===== src/rtl/tank_pkg.sv =====
// Shared tank types: renderer heading encoding, mover states and screen geometry.
package tank_pkg;

  localparam int unsigned SCREEN_W  = 640;
  localparam int unsigned SCREEN_H  = 480;
  localparam int unsigned TANK_SIZE = 28;

  typedef logic [10:0] coord_t;

  typedef enum logic [1:0] {
    DIR_UP    = 2'd0,
    DIR_LEFT  = 2'd1,
    DIR_DOWN  = 2'd2,
    DIR_RIGHT = 2'd3
  } dir_e;

  typedef enum logic [1:0] {
    ST_IDLE    = 2'd0,
    ST_MOVE    = 2'd1,
    ST_BLOCKED = 2'd2
  } state_e;

  // Bit order {up, left, down, right}, matching the renderer direction lines.
  function automatic logic [3:0] dir_onehot(input dir_e d);
    logic [3:0] oh;
    oh = '0;
    case (d)
      DIR_UP:    oh = 4'b1000;
      DIR_LEFT:  oh = 4'b0100;
      DIR_DOWN:  oh = 4'b0010;
      DIR_RIGHT: oh = 4'b0001;
      default:   oh = '0;
    endcase
    return oh;
  endfunction

endpackage


===== src/rtl/tank_mover_if.sv =====
// Frame/key/collision inputs and position/direction outputs of one tank mover.
interface tank_mover_if;
  logic        startOfFrame;
  logic        key_up;
  logic        key_left;
  logic        key_down;
  logic        key_right;
  logic        collision;
  logic [10:0] topLeftX;
  logic [10:0] topLeftY;
  logic        upIsPressed;
  logic        leftIsPressed;
  logic        downIsPressed;
  logic        rightIsPressed;
  logic [1:0]  heading;
  logic        moving;

  modport master (
    output startOfFrame, key_up, key_left, key_down, key_right, collision,
    input  topLeftX, topLeftY, upIsPressed, leftIsPressed, downIsPressed,
           rightIsPressed, heading, moving
  );

  modport slave (
    input  startOfFrame, key_up, key_left, key_down, key_right, collision,
    output topLeftX, topLeftY, upIsPressed, leftIsPressed, downIsPressed,
           rightIsPressed, heading, moving
  );
endinterface


===== src/rtl/tank_pos_step.sv =====
// Combinational one-step position update; TANK_MOVER_WRAP_EN selects wrap instead of clamp.
module tank_pos_step #(
  parameter int SPEED = 2,
  parameter int XMAX  = 612,
  parameter int YMAX  = 452
) (
  input  logic [10:0]   x,
  input  logic [10:0]   y,
  input  tank_pkg::dir_e dir,
  output logic [10:0]   nx,
  output logic [10:0]   ny,
  output logic          changed
);
  import tank_pkg::*;

  localparam logic signed [11:0] STEP = 12'(SPEED);
  localparam logic signed [11:0] XLIM = 12'(XMAX);
  localparam logic signed [11:0] YLIM = 12'(YMAX);

  logic signed [11:0] sx;
  logic signed [11:0] sy;

  always_comb begin
    sx = $signed({1'b0, x});
    sy = $signed({1'b0, y});
    case (dir)
      DIR_UP:    sy = sy - STEP;
      DIR_LEFT:  sx = sx - STEP;
      DIR_DOWN:  sy = sy + STEP;
      DIR_RIGHT: sx = sx + STEP;
      default:   ;
    endcase
`ifdef TANK_MOVER_WRAP_EN
    if (sx < 12'sd0)     sx = XLIM;
    else if (sx > XLIM)  sx = '0;
    if (sy < 12'sd0)     sy = YLIM;
    else if (sy > YLIM)  sy = '0;
`else
    if (sx < 12'sd0)     sx = '0;
    else if (sx > XLIM)  sx = XLIM;
    if (sy < 12'sd0)     sy = '0;
    else if (sy > YLIM)  sy = YLIM;
`endif
    nx      = sx[10:0];
    ny      = sy[10:0];
    changed = (nx != x) || (ny != y);
  end

endmodule


===== src/rtl/tank_mover.sv =====
// Per-frame tank motion controller with collision rollback.
// Optional edge wrap-around: define TANK_MOVER_WRAP_EN.
module tank_mover #(
  parameter int INIT_X    = 64,
  parameter int INIT_Y    = 400,
  parameter int SPEED     = 2,
  parameter int TANK_SIZE = tank_pkg::TANK_SIZE,
  parameter int SCREEN_W  = tank_pkg::SCREEN_W,
  parameter int SCREEN_H  = tank_pkg::SCREEN_H
) (
  input  logic        clk,
  input  logic        reset,
  tank_mover_if.slave bus
);
  import tank_pkg::*;

  localparam int XMAX = SCREEN_W - TANK_SIZE;
  localparam int YMAX = SCREEN_H - TANK_SIZE;

  state_e      state_q, state_d;
  coord_t      x_q, x_d, y_q, y_d;
  coord_t      px_q, px_d, py_q, py_d;
  dir_e        hd_q, hd_d, blk_q, blk_d;
  logic [3:0]  lines_q, lines_d;
  logic        mv_q, mv_d;
  logic        hit_q;

  logic [3:0]  keys;
  logic        one_key;
  dir_e        key_dir;
  coord_t      step_x, step_y;
  logic        step_changed;
  logic        hit_now;

  assign keys    = {bus.key_up, bus.key_left, bus.key_down, bus.key_right};
  assign one_key = $onehot(keys);

  always_comb begin
    key_dir = DIR_UP;
    if (bus.key_left)       key_dir = DIR_LEFT;
    else if (bus.key_down)  key_dir = DIR_DOWN;
    else if (bus.key_right) key_dir = DIR_RIGHT;
  end

  tank_pos_step #(
    .SPEED (SPEED),
    .XMAX  (XMAX),
    .YMAX  (YMAX)
  ) u_step (
    .x       (x_q),
    .y       (y_q),
    .dir     (key_dir),
    .nx      (step_x),
    .ny      (step_y),
    .changed (step_changed)
  );

  // A collision on the startOfFrame cycle still counts against the frame just drawn.
  assign hit_now = hit_q | bus.collision;

  always_comb begin
    state_d = state_q;
    x_d     = x_q;
    y_d     = y_q;
    px_d    = px_q;
    py_d    = py_q;
    hd_d    = hd_q;
    blk_d   = blk_q;
    lines_d = lines_q;
    mv_d    = mv_q;
    if (bus.startOfFrame) begin
      lines_d = '0;
      mv_d    = 1'b0;
      if (hit_now && state_q == ST_MOVE) begin
        x_d     = px_q;
        y_d     = py_q;
        blk_d   = hd_q;
        state_d = ST_BLOCKED;
      end else if (one_key && !(state_q == ST_BLOCKED && key_dir == blk_q)) begin
        lines_d = dir_onehot(key_dir);
        hd_d    = key_dir;
        if (step_changed) begin
          px_d    = x_q;
          py_d    = y_q;
          x_d     = step_x;
          y_d     = step_y;
          mv_d    = 1'b1;
          state_d = ST_MOVE;
        end else begin
          state_d = ST_IDLE;
        end
      end else if (state_q == ST_BLOCKED && one_key && key_dir == blk_q) begin
        state_d = ST_BLOCKED;
      end else begin
        state_d = ST_IDLE;
      end
    end
  end

  always_ff @(posedge clk or posedge reset) begin
    if (reset) begin
      state_q <= ST_IDLE;
      x_q     <= 11'(INIT_X);
      y_q     <= 11'(INIT_Y);
      px_q    <= 11'(INIT_X);
      py_q    <= 11'(INIT_Y);
      hd_q    <= DIR_UP;
      blk_q   <= DIR_UP;
      lines_q <= '0;
      mv_q    <= 1'b0;
    end else begin
      state_q <= state_d;
      x_q     <= x_d;
      y_q     <= y_d;
      px_q    <= px_d;
      py_q    <= py_d;
      hd_q    <= hd_d;
      blk_q   <= blk_d;
      lines_q <= lines_d;
      mv_q    <= mv_d;
    end
  end

  always_ff @(posedge clk or posedge reset) begin
    if (reset)                 hit_q <= 1'b0;
    else if (bus.startOfFrame) hit_q <= 1'b0;
    else if (bus.collision)    hit_q <= 1'b1;
  end

  assign bus.topLeftX       = x_q;
  assign bus.topLeftY       = y_q;
  assign bus.upIsPressed    = lines_q[3];
  assign bus.leftIsPressed  = lines_q[2];
  assign bus.downIsPressed  = lines_q[1];
  assign bus.rightIsPressed = lines_q[0];
  assign bus.heading        = hd_q;
  assign bus.moving         = mv_q;

endmodule

===== src/flat_wrapper.sv =====
// flat-port wrapper written by rule: the top's interface ports become plain ports
module tank_mover_flat import tank_pkg::*;
#(
  parameter int INIT_X    = 64,
  parameter int INIT_Y    = 400,
  parameter int SPEED     = 2,
  parameter int TANK_SIZE = tank_pkg::TANK_SIZE,
  parameter int SCREEN_W  = tank_pkg::SCREEN_W,
  parameter int SCREEN_H  = tank_pkg::SCREEN_H
)
  (clk, reset, bus_startOfFrame, bus_key_up, bus_key_left, bus_key_down, bus_key_right, bus_collision, bus_topLeftX, bus_topLeftY, bus_upIsPressed, bus_leftIsPressed, bus_downIsPressed, bus_rightIsPressed, bus_heading, bus_moving);
  tank_mover_if bus_i ();
  input  logic clk;
  input  logic reset;
  input wire logic [$bits(bus_i.startOfFrame)-1:0] bus_startOfFrame;
  input wire logic [$bits(bus_i.key_up)-1:0] bus_key_up;
  input wire logic [$bits(bus_i.key_left)-1:0] bus_key_left;
  input wire logic [$bits(bus_i.key_down)-1:0] bus_key_down;
  input wire logic [$bits(bus_i.key_right)-1:0] bus_key_right;
  input wire logic [$bits(bus_i.collision)-1:0] bus_collision;
  output wire logic [$bits(bus_i.topLeftX)-1:0] bus_topLeftX;
  output wire logic [$bits(bus_i.topLeftY)-1:0] bus_topLeftY;
  output wire logic [$bits(bus_i.upIsPressed)-1:0] bus_upIsPressed;
  output wire logic [$bits(bus_i.leftIsPressed)-1:0] bus_leftIsPressed;
  output wire logic [$bits(bus_i.downIsPressed)-1:0] bus_downIsPressed;
  output wire logic [$bits(bus_i.rightIsPressed)-1:0] bus_rightIsPressed;
  output wire logic [$bits(bus_i.heading)-1:0] bus_heading;
  output wire logic [$bits(bus_i.moving)-1:0] bus_moving;
  assign bus_i.startOfFrame = bus_startOfFrame;
  assign bus_i.key_up = bus_key_up;
  assign bus_i.key_left = bus_key_left;
  assign bus_i.key_down = bus_key_down;
  assign bus_i.key_right = bus_key_right;
  assign bus_i.collision = bus_collision;
  assign bus_topLeftX = bus_i.topLeftX;
  assign bus_topLeftY = bus_i.topLeftY;
  assign bus_upIsPressed = bus_i.upIsPressed;
  assign bus_leftIsPressed = bus_i.leftIsPressed;
  assign bus_downIsPressed = bus_i.downIsPressed;
  assign bus_rightIsPressed = bus_i.rightIsPressed;
  assign bus_heading = bus_i.heading;
  assign bus_moving = bus_i.moving;
  tank_mover #(.INIT_X(INIT_X), .INIT_Y(INIT_Y), .SPEED(SPEED), .TANK_SIZE(TANK_SIZE), .SCREEN_W(SCREEN_W), .SCREEN_H(SCREEN_H)) u_core (.clk(clk), .reset(reset), .bus(bus_i));
endmodule

===== config.mk =====
export PLATFORM = sky130hd
export DESIGN_NAME = tank_mover_flat
export DESIGN_NICKNAME = d
export VERILOG_FILES = /design/src/rtl/tank_pkg.sv /design/src/rtl/tank_mover_if.sv /design/src/rtl/tank_pos_step.sv /design/src/rtl/tank_mover.sv /design/src/flat_wrapper.sv
export SDC_FILE = /design/constraint.sdc
export NUM_CORES = 1
export LEC_CHECK = 0
export ABC_AREA = 0
export BUFFER_PORTS_ARGS = -buffer_cell sky130_fd_sc_hd__buf_4
export CAP_MARGIN = 25
export CORE_UTILIZATION = 61
export DETAILED_ROUTE_END_ITERATION = 8
export GPL_TIMING_DRIVEN = 0
export HOLD_SLACK_MARGIN = 0.05
export MAX_ROUTING_LAYER = met4
export PLACE_DENSITY = 0.81
export SLEW_MARGIN = 20
export SYNTH_ARGS = -nofsm -noshare
export SYNTH_HDL_FRONTEND = slang
export SYNTH_SLANG_ARGS = --single-unit

===== constraint.sdc =====
create_clock -name clk -period 5.3 [get_ports clk]
set_input_delay 1.325 -clock clk [delete_from_list [all_inputs] [get_ports clk]]
set_output_delay 1.325 -clock clk [all_outputs]
set_load 0.01 [all_outputs]

==> results.yml <==
run_status:
  status: "finished with violations"
  violations: "negative setup slack"
die:
  row_count: 30
  io_pins: 37
  die_height_um: 87.5
  core_region_area_mm2: 0.00694
  die-area_mm2: 0.00766
  initial_utilization: 0.642
  die_x_um: 87.5
timing:
  maxSlewHeadroom: 0.410
  max_freq_ghz: 0.185
  finalWorstSetupSlack_ps: -105
  fin_hold_ws_ps: 524
  finalCriticalPeriod_ps: 5400
  fin_worst_skew_ps: 8.74
  hold_viol_final: 0
  drv_slew: 0
  setup_tns_ps: -2620
  setup_violations: 35
  tightest_slew_ps: 880
  rsz0062_at_grt: "true"
  period_share: 1.02
synth:
  syn-num-nets: 507
  synth_seq_cells: 55
  synth-edff-count: 0
  yosys_warnings: 0
  synth_common_cells: "dfrtp_1 (47), nand2_1 (39), a21oi_1 (35)"
  yosysTopAreaCell: "dfrtp_1"
  synth_area_mm2: 0.00446
  synth_top_area_frac: 0.264
  synth.distinct_cells: 81
  synth_cells: 470
  seq_area_frac_synth: 0.311
  yosys-top-cells-area: "dfrtp_1 (26%), ha_1 (7.3%), dfstp_2 (4.7%), mux2_2 (4.0%), a21oi_1 (3.9%)"
  avgSynthCellArea_um2: 9.49
  synthArstFlopShare: 1.00
  ys.flop_type: "dfrtp_1"
  yosysMostFrequentCell: "dfrtp_1"
grt:
  overflow: 0
  antenna_found_initial: 0
  grt_pass1_wl_mm: 21.8
  grt_pass1_vias: 4206
  track_usage: 0.393
  grt_max_degree: 56
critical_path:
  cp.required_ps: 5530
  start_kind: "input port"
  cp_slowest_cell: "or3b_4"
  cpMostUsedCell: "nand3_2"
  critPathCaptureType: "flop"
  critPathMaxFanout: 7
  critPathMaxStageDelay_ps: 520
  critPathArrivalTime_ps: 5630
  cp.buffers_inverters: 4
  path_cells: "buf_8, inv_8, ha_4, or3b_4, fa_2, and3_4, o211a_1, or3_4, a32oi_4, o311ai_4, nand3_2, nand3_2, a222oi_1, and4_4, or2_1, buf_6, buf_12, mux2_4"
  crit_type: "input port to flop"
  reg2reg_setup_slack_ps: 1190
  cp_top_family: "simple AND/OR/NAND/NOR gates"
finish:
  fin_cells: 646
  nets: 586
  regArea_mm2: 0.00139
  multi_input_area_mm2: 0.00328
  nFillCells: 415
  final_area_mm2: 0.00569
  antennaDiodeCount: 0
  final_util: 0.819
  area_delta_synth_final_pct: 27.6
  layout-drive-gt1-share: 0.360
clock_network:
  clock_path_buffers: 2
  clock_sinks: 55
  root_buffer: "clkbuf_8"
  clk_pin_slew_ps: 110
  cts_made_buffers: 5
  clkLatencyLatePin_ps: 330
  cts_tree: "done"
  h-tree-depth: 2
  cts_hold_buf: 0
min_path:
  hold_path_class: "flop to flop"
placed_design:
  dp_cells: 602
  dp_slack_ps: -706
  portBuffers: 36
  postPlaceCellArea_mm2: 0.00494
  dp_hpwl_mm: 8.93
  place.gp.congestion: 0.904
route:
  dr_total_vias: 4527
  post-route-drc-count: 0
  drt_pass1_iterations: 5
  finalWirelength_mm: 14.5
  ant_nets: 0
  vias_per_cell: 7.01
  wl_per_cell_um: 22.5
  drtIter0Drc: 475
run:
  drv_cap: 0
power_and_ir_drop:
  total_power_mw: 3.51
  power_leakage_nw: 2.49
  power_density_mw_per_mm2: 617
  peakVddDrop_v: 0.000259
## layer usage
metal,up-vias,part of all wire,global-route usage
met1,2216,0.40,0.503
met3,63,0.092,0.0673
met4,0,0.043,0.198
met2,301,0.47,0.602
met5,-,0,-
li1,1947,-,-
## layout by cell type (no fill, tap or decap), types with 8 or more instances in the layout
master    count
buf_4        68
dfrtp_1      47
nand2_1      39
a21oi_1      31
nor2_1       26
inv_1        17
o21ai_0      16
mux2_4       15
mux2i_1      14
mux2_2       14
ha_1         14
o211ai_1     11
ha_4         11
xnor2_1       9
nand4_1       9
dfstp_2       8
## power breakdown
group	internal (mW)	leakage [nW]	switching, mW
logic	1.14	1.75	1.32
clock network	0.0986	0.0467	0.167
registers	0.577	0.697	0.207
total	1.82	2.49	1.69
## final cells by class
class	instances	share of cell area
multi-input combinational	377	0.576
sequential	55	0.244
timing repair buffer	72	0.102
buffer	18	0.0257
tap	96	0.0211
inverter	20	0.0150
clock buffer	5	0.0121
clock inverter	3	0.00484
## worst reg2reg max path, stage by stage (launching register included)
cell and delay (ps):
dfrtp_1 490, ha_1 380, buf_2 220, a21o_1 200, a221oi_1 320, o31a_1 270, a32oi_4 80, a21bo_2 230
nand3_1 130, nand4_1 120, a222oi_1 470, and4_4 340, or2_1 130, buf_6 170, buf_12 150, mux2_4 310
## path summary, 6_finish.rpt
kind                                              from  cells after the start        endpoint
worst min-delay path                    u_core.py_q[9]                      1  u_core.py_q[9]
worst max-delay path                      bus_key_down                     18  u_core.px_q[4]
max in group asynchronous                        reset                      2  u_core.py_q[5]
min in group asynchronous                        reset                      2  u_core.px_q[3]
worst min register to register          u_core.py_q[9]                      1  u_core.py_q[9]
worst max register to register  u_core.bus.topLeftX[7]                     15  u_core.px_q[4]
## flip-flops by register name, indices dropped and copies added (netlist names)
signal,count
u_core.bus.topLeftX,11
u_core.bus.topLeftY,11
u_core.px_q,11
u_core.py_q,11
u_core.lines_q,4
u_core.blk_q,2
u_core.bus.heading,2
u_core.state_q,2
u_core.hit_q,1
## cell families after synthesis
logic type / Yosys count / share of synthesized area
DFF: 55 / 0.311
AOI/OAI and AO/OA: 150 / 0.239
and+or+nand+nor: 131 / 0.155
xor gates and xnor gates: 15 / 0.0295
muxes: 50 / 0.130
adders and majority gates: 29 / 0.0864
buffers and inverters: 40 / 0.0488
## timing repair
item                                   CTS  global route
setup endpoints to repair               41            41
setup buffers                           27             8
gates resized for setup                 36            39
gates cloned                             3             0
endpoints found under the hold margin    0             0
pin swaps                               22            22
(Power assumes the default switching activity.)
